**config.mk**
```make
export PLATFORM = sky130hd
export DESIGN_NAME = regfl_ctrl_4x8
export DESIGN_NICKNAME = d
export VERILOG_FILES = /design/src/rtl/regfl_pkg.sv /design/src/rtl/addr_cnt.sv /design/src/rtl/regfl_ctrl_4x8.sv
export SDC_FILE = /design/constraint.sdc
export NUM_CORES = 1
export LEC_CHECK = 0
export BUFFER_PORTS_ARGS = -buffer_cell sky130_fd_sc_hd__clkbuf_2
export CORE_ASPECT_RATIO = 1.75
export CORE_MARGIN = 4
export CORE_UTILIZATION = 46
export CTS_CLUSTER_DIAMETER = 40
export DETAILED_ROUTE_END_ITERATION = 10
export GPL_ROUTABILITY_DRIVEN = 0
export PLACE_DENSITY_LB_ADDON = 0.3
export RECOVER_POWER = 25
export SLEW_MARGIN = 30
export SYNTH_ARGS = -nofsm -noshare
export SYNTH_HDL_FRONTEND = slang
export SYNTH_HIERARCHICAL = 1
export SYNTH_SLANG_ARGS = --single-unit
```
**constraint.sdc**
```tcl
create_clock -name clk -period 2.03 [get_ports clk]
set_input_delay 0 -clock clk [delete_from_list [all_inputs] [get_ports clk]]
set_output_delay 0 -clock clk [all_outputs]
set_load 0.02 [all_outputs]
```
**src/rtl/regfl_pkg.sv**
```systemverilog
// rtl/regfl_pkg.sv - shared opcodes, state encoding and default sizes for the 4x8 register file controller
package regfl_pkg;

  localparam int W_DEF = 8;
  localparam int A_DEF = 2;

  typedef enum logic [1:0] {
    OP_NOP   = 2'b00,
    OP_WRITE = 2'b01,
    OP_READ  = 2'b10,
    OP_DUMP  = 2'b11
  } op_e;

  typedef enum logic [1:0] {
    ST_IDLE = 2'b00,
    ST_WR   = 2'b01,
    ST_RD   = 2'b10,
    ST_RSP  = 2'b11
  } state_e;

endpackage

```
**src/rtl/addr_cnt.sv**
```systemverilog
// rtl/addr_cnt.sv - loadable A-bit up-counter driving the register file read address
module addr_cnt
  import regfl_pkg::*;
#(
  parameter int A = A_DEF
) (
  input  logic         clk,
  input  logic         clr,
  input  logic         load,
  input  logic [A-1:0] load_val,
  input  logic         inc,
  output logic [A-1:0] cnt
);

  // clear beats load beats increment
  always_ff @(posedge clk) begin
    if (clr) begin
      cnt <= '0;
    end else if (load) begin
      cnt <= load_val;
    end else if (inc) begin
      cnt <= cnt + 1'b1;
    end
  end

endmodule

```
**src/rtl/regfl_ctrl_4x8.sv**
```systemverilog
// rtl/regfl_ctrl_4x8.sv - command-driven write/read/dump initiator for the 4x8 register file
module regfl_ctrl_4x8
  import regfl_pkg::*;
#(
  parameter int W = W_DEF,
  parameter int A = A_DEF
) (
  input  logic         clk,
  input  logic         rst,
  input  logic         cmd_valid,
  output logic         cmd_ready,
  input  logic [1:0]   cmd_op,
  input  logic [A-1:0] cmd_addr,
  input  logic [W-1:0] cmd_data,
  output logic         wr_e,
  output logic [A-1:0] wr_addr,
  output logic [W-1:0] wr_data,
  output logic [A-1:0] rd_addr,
  input  logic [W-1:0] rd_data,
  output logic         rsp_valid,
  input  logic         rsp_ready,
  output logic [W-1:0] rsp_data,
  output logic [A-1:0] rsp_addr,
  output logic         rsp_last,
  output logic         busy
);

  state_e state, next_state;
  logic   dump;
  logic   cmd_fire;
  logic   rsp_fire;
  op_e    op;

  assign op        = op_e'(cmd_op);
  assign cmd_ready = (state == ST_IDLE) && !rst;
  assign busy      = (state != ST_IDLE) && !rst;
  assign cmd_fire  = cmd_valid && cmd_ready;
  assign rsp_fire  = (state == ST_RSP) && rsp_ready;

  always_ff @(posedge clk) begin
    if (rst) begin
      state <= ST_IDLE;
    end else begin
      state <= next_state;
    end
  end

  always_comb begin
    next_state = state;
    case (state)
      ST_IDLE: begin
        if (cmd_fire) begin
          case (op)
            OP_WRITE: next_state = ST_WR;
            OP_READ:  next_state = ST_RD;
            OP_DUMP:  next_state = ST_RD;
            default:  next_state = ST_IDLE;
          endcase
        end
      end
      ST_WR:   next_state = ST_IDLE;
      ST_RD:   next_state = ST_RSP;
      ST_RSP: begin
        if (rsp_ready) begin
          next_state = rsp_last ? ST_IDLE : ST_RD;
        end
      end
      default: next_state = ST_IDLE;
    endcase
  end

  // a dump starts from address 0; the counter only advances on a non-final response
  addr_cnt #(.A(A)) u_addr_cnt (
    .clk      (clk),
    .clr      (rst),
    .load     (cmd_fire && (op == OP_READ || op == OP_DUMP)),
    .load_val ((op == OP_DUMP) ? '0 : cmd_addr),
    .inc      (rsp_fire && !rsp_last),
    .cnt      (rd_addr)
  );

  always_ff @(posedge clk) begin
    if (rst) begin
      wr_e      <= 1'b0;
      wr_addr   <= '0;
      wr_data   <= '0;
      rsp_valid <= 1'b0;
      rsp_data  <= '0;
      rsp_addr  <= '0;
      rsp_last  <= 1'b0;
      dump      <= 1'b0;
    end else begin
      wr_e <= cmd_fire && (op == OP_WRITE);
      if (cmd_fire && op == OP_WRITE) begin
        wr_addr <= cmd_addr;
        wr_data <= cmd_data;
      end
      if (cmd_fire && op == OP_READ) begin
        dump <= 1'b0;
      end else if (cmd_fire && op == OP_DUMP) begin
        dump <= 1'b1;
      end
      if (state == ST_RD) begin
        rsp_valid <= 1'b1;
        rsp_data  <= rd_data;
        rsp_addr  <= rd_addr;
        rsp_last  <= !dump || (&rd_addr);
      end else if (rsp_fire) begin
        rsp_valid <= 1'b0;
      end
    end
  end

endmodule

```
* After elaboration in Yosys (flattened, before gate mapping)
Index checks and enable logic that the tools add are counted.
Storage, ports and cells: register bits after elaboration 28, bits of input ports 24, output and inout port bits 27, word-level logic and storage cells 51
Cells by class: $add $sub $neg 1, eq/ne operators 8, muxes and demuxes 10, reductions and logical operators 22
Operator list (count):
- $mux W2 | 6
- $logic_and A1 B1 Y1 | 9
- $eq A2 B2 Y1 const B | 4
- $pmux W2 S4 | 1
- $reduce_bool A2 Y1 | 3
- $eq A2 B1 Y1 const B | 2
- $ne A2 B2 Y1 const B | 2
- $pmux W2 S2 | 1
- $reduce_and A2 Y1 | 2
- $reduce_or A2 Y1 | 2
- $logic_not A1 Y1 | 3
- $add A2 B1 Y2 const B | 1
- $logic_not A2 Y1 | 1
- $logic_or A1 B1 Y1 | 2
- $mux W1 | 2

* Logic depth before layout (Yosys ltp)
depth after elaboration 5, depth in mapped cells 6, mapped depth without buffers 4

* By module
Netlist, hierarchy kept.
Modules (own cells, without submodules):
- regfl_ctrl_4x8 | times used 1, cells an instance 126, area an instance 1097.3 um^2, sequential area each 520.5 um^2
- addr_cnt | times used 1, cells an instance 10, area an instance 102.6 um^2, sequential area each 40.0 um^2

* Worst setup path after synthesis
No wires, ideal clock.
path type register -> register, start register state[1], end register u_addr_cnt.cnt[1], library setup time 0.103 ns, arrival time 1.604 ns, data required time 1.927 ns, setup slack 0.322 ns, stages on the path, launching flop included 7, path buffers 2, period minus slack after synthesis 1.708 ns, cells stage by stage dfxtp_1 buf_6 or2_4 buf_6 nor3_1 and4b_1 a2111oi_2
Between the ends: word-level cells in the longest chain between the ends 5, elaborated cells between the ends (all ways) 9, those cells by class eq/ne (1); mux (1); reduce/logical (7)
Ends and longest elaborated chain:
- start: declaration | line regfl_ctrl_4x8.sv:28 | state_e state, next_state;
- start signal: assignment | line regfl_ctrl_4x8.sv:44 | state <= next_state;
- $logic_not A2 Y1 | line regfl_ctrl_4x8.sv:35 | assign cmd_ready = (state == ST_IDLE) && !rst;
- $logic_and A1 B1 Y1 | line regfl_ctrl_4x8.sv:35
- $logic_and A1 B1 Y1 | line regfl_ctrl_4x8.sv:37 | assign cmd_fire = cmd_valid && cmd_ready;
- $logic_and A1 B1 Y1 | line regfl_ctrl_4x8.sv:76 | .load (cmd_fire && (op == OP_READ || op == OP_DUMP)),
- $mux W2 or $reduce_bool A2 Y1 (tied branches)
- end signal: assignment | line addr_cnt.sv:20 | cnt <= load_val;
- end signal: assignment | line addr_cnt.sv:22 | cnt <= cnt + 1'b1;
- end: declaration | line addr_cnt.sv:12 | output logic [A-1:0] cnt
Several ways; a longest one is shown, not always the timed one. A chain may end at the register's enable or synchronous reset.

* Final worst setup path
Ends and elaborated chain as after synthesis.

==> flow_summary.ini <==
[timing]
tns_ns = 0
min_period_over_period = 0.780
period_minus_slack_ns = 1.58
setup_viol = 0
rsz0062_at_grt = false
whs_ns = 0.00921
worst_pin_slew_ns = 0.583
maxSlewViolCount = 0
finalHoldViolCount = 0
slew_headroom = 0.610
setup_slack_ns = 0.446
fin_skew_ns = 0.0141
clock.fmax_ghz = 0.631

[synth]
syn_nets = 160
synthArstFlopShare = 0
yosysMostFrequentCell = nand2_1
yosysSeqAreaShare = 0.467
synth_area_leaders = dfxtp_1 (47%), nand2_1 (10%), o211ai_2 (8.3%)
syn_avg_cell_area_um2 = 8.82
ys_types = 29
yosys_warnings = 6
synth_flop_cell = dfxtp_1
synthesis.area_um2 = 1200
synth_top_area_share = 0.467
synthTopCellsByCount = nand2_1 (33), dfxtp_1 (28), a21oi_1 (14)
synth_edf_count = 0
syn_inst = 136
synth_top_cell_by_area = dfxtp_1
synth_seq_cells = 28

[critical_path]
r2r_end = u_addr_cnt/cnt[1]
startpoint_type = flip-flop
reg2reg_from = state[1]
critPathRequiredTime_ns = 2.22
end_kind = flip-flop
r2r_slack_ns = 0.45
crit_path_max_fanout = 13
critPathKind = flip-flop to flip-flop
rr_worst_depth = 5
endpoint = u_addr_cnt/cnt[1]
startpoint = state[1]
cp.arrival_ns = 1.77

[clock_network]
cts_buffers = 3
cts.reportedPaths.clkPinSlew_ns = 0.10
cts_tree = done
cts_max_level = 1
clk_latency_ns = 0.28
ctsResizeCount = 0
cts_sinks = 28
cts_buffer_depth = 2
cts-root-buf = clkbuf_8

[placed_design]
dpl_worst_slack_ns = 0.450
port-buffer-count = 50
dpl.hpwl_um = 2110

[power_and_ir_drop]
p_leak_nw = 0.733
p_comb_frac = 0.165
powerDensity_nw_per_um2 = 738
irDropWorstVdd_mv = 0.555
seqPwrFrac = 0.484
switching_power_uw = 308
power_frac_clock = 0.352
switching_share = 0.250
power.internal_uw = 922

[status]
status = complete, no violations

[detailed_routing]
first_pass_iters = 4
routed_wl_um = 2930
drtAntennaViolNets = 0
num_vias = 1172
drcViolationCount = 0
vias_per_cell = 5.19
wl_per_cell_um = 13.0
drt_iter0_drc = 17

[layout]
drive_gt1_frac = 0.270
diodes = 0
fin_nets = 225
syn2layout_area_growth_pct = 38.9

[floorplan]
die_w_um = 46.6
num_rows = 24
die_h_um = 75.6
fp.dieArea_um2 = 3520
io_pins = 51
initial_core_util = 0.481
core-area_um2 = 2490

[hold_path]
hold_path_depth = 3
min_path_type = input pin to flip-flop

[global_routing]
antenna_found_initial = 0
grt_pass1_vias = 1135
track_usage = 0.177
grt_pass1_wl_um = 4660
grt-ovfl-total = 0
grt_max_degree = 22

[job]
maxCapViolCount = 0
## power groups by stage
stage,Sequential (mW),Combinational (mW),Clock (mW)
after floorplan,0.626,0.102,0
after global placement,0.606,0.175,0
after detailed placement,0.608,0.178,0
after CTS,0.595,0.205,0.440
after global routing,0.598,0.223,0.460
final,0.595,0.202,0.433
## cell usage in the layout (no fill, tap or decap), drive strengths merged, types with 3 or more instances in the layout
cell,instances
inv,3
nor2,5
clkbuf,53
nor3,3
o211ai,10
nand4,4
a21oi,14
nand2,33
nand3,8
dlygate4sd3,18
dfxtp,28
## critical path, cell delays in order (launching register included)
cell,delay [ns]
dfxtp_1,0.40
or2_4,0.37
nor3_1,0.19
buf_4,0.16
and4b_1,0.20
a2111oi_2,0.19
## metal layers
layer | vias to the layer above | global-route usage | part of all wire
li1 | 601 | - | -
met1 | 523 | 0.200 | 0.41
met2 | 41 | 0.321 | 0.50
met3 | 7 | 0.0189 | 0.071
met4 | 0 | 0.0791 | 0.022
met5 | - | 0 | 0
## cell families (layout without fill, tap and decap cells)
logic type | count (synthesis) | in the layout | share of synthesized area
simple gates | 61 | 61 | 0.247
compound gates | 33 | 33 | 0.214
buf+inv | 13 | 77 | 0.0646
xor+xnor | 1 | 1 | 0.00730
flops | 28 | 28 | 0.467
## registers in the layout (all words and copies together) (netlist names)
| signal | flops |
|---|---|
| state | 2 |
| rsp_addr | 2 |
| rsp_valid | 1 |
| wr_e | 1 |
| rsp_last | 1 |
| wr_addr | 2 |
| u_addr_cnt/cnt | 2 |
| rsp_data | 8 |
| dump | 1 |
| wr_data | 8 |
## how the worst min path moves through the flow
stage	start	end
after floorplan	rst	u_addr_cnt/cnt[0]
after global placement	cmd_data[7]	wr_data[7]
after detailed placement	cmd_data[1]	wr_data[1]
after CTS	cmd_op[0]	dump
after global routing	cmd_op[0]	dump
final	cmd_op[0]	dump
## through the flow
stage,area (µm²),std cells,total power [mW],util
after detailed placement,1430,204,0.786,0.574
final,1670,226,1.23,0.669
after global routing,1670,226,1.28,0.669
after global placement,1430,204,0.781,0.574
after floorplan,1200,136,0.728,-
after CTS,1680,226,1.24,0.675
## timing repair
item,CTS,global route
hold buffers,18,0
buffers inserted,0,0
endpoints found under the hold margin,18,0
## area by class of cell
class	instances	area, µm²
repair buffers	70	429
fillers	229	826
well taps	26	32.5
flip-flops and latches	28	561
clock buffers	3	41.3
multi-input cells	95	562
clock inverters	1	30.0
inverters	3	11.3
(Power assumes the default switching activity.)
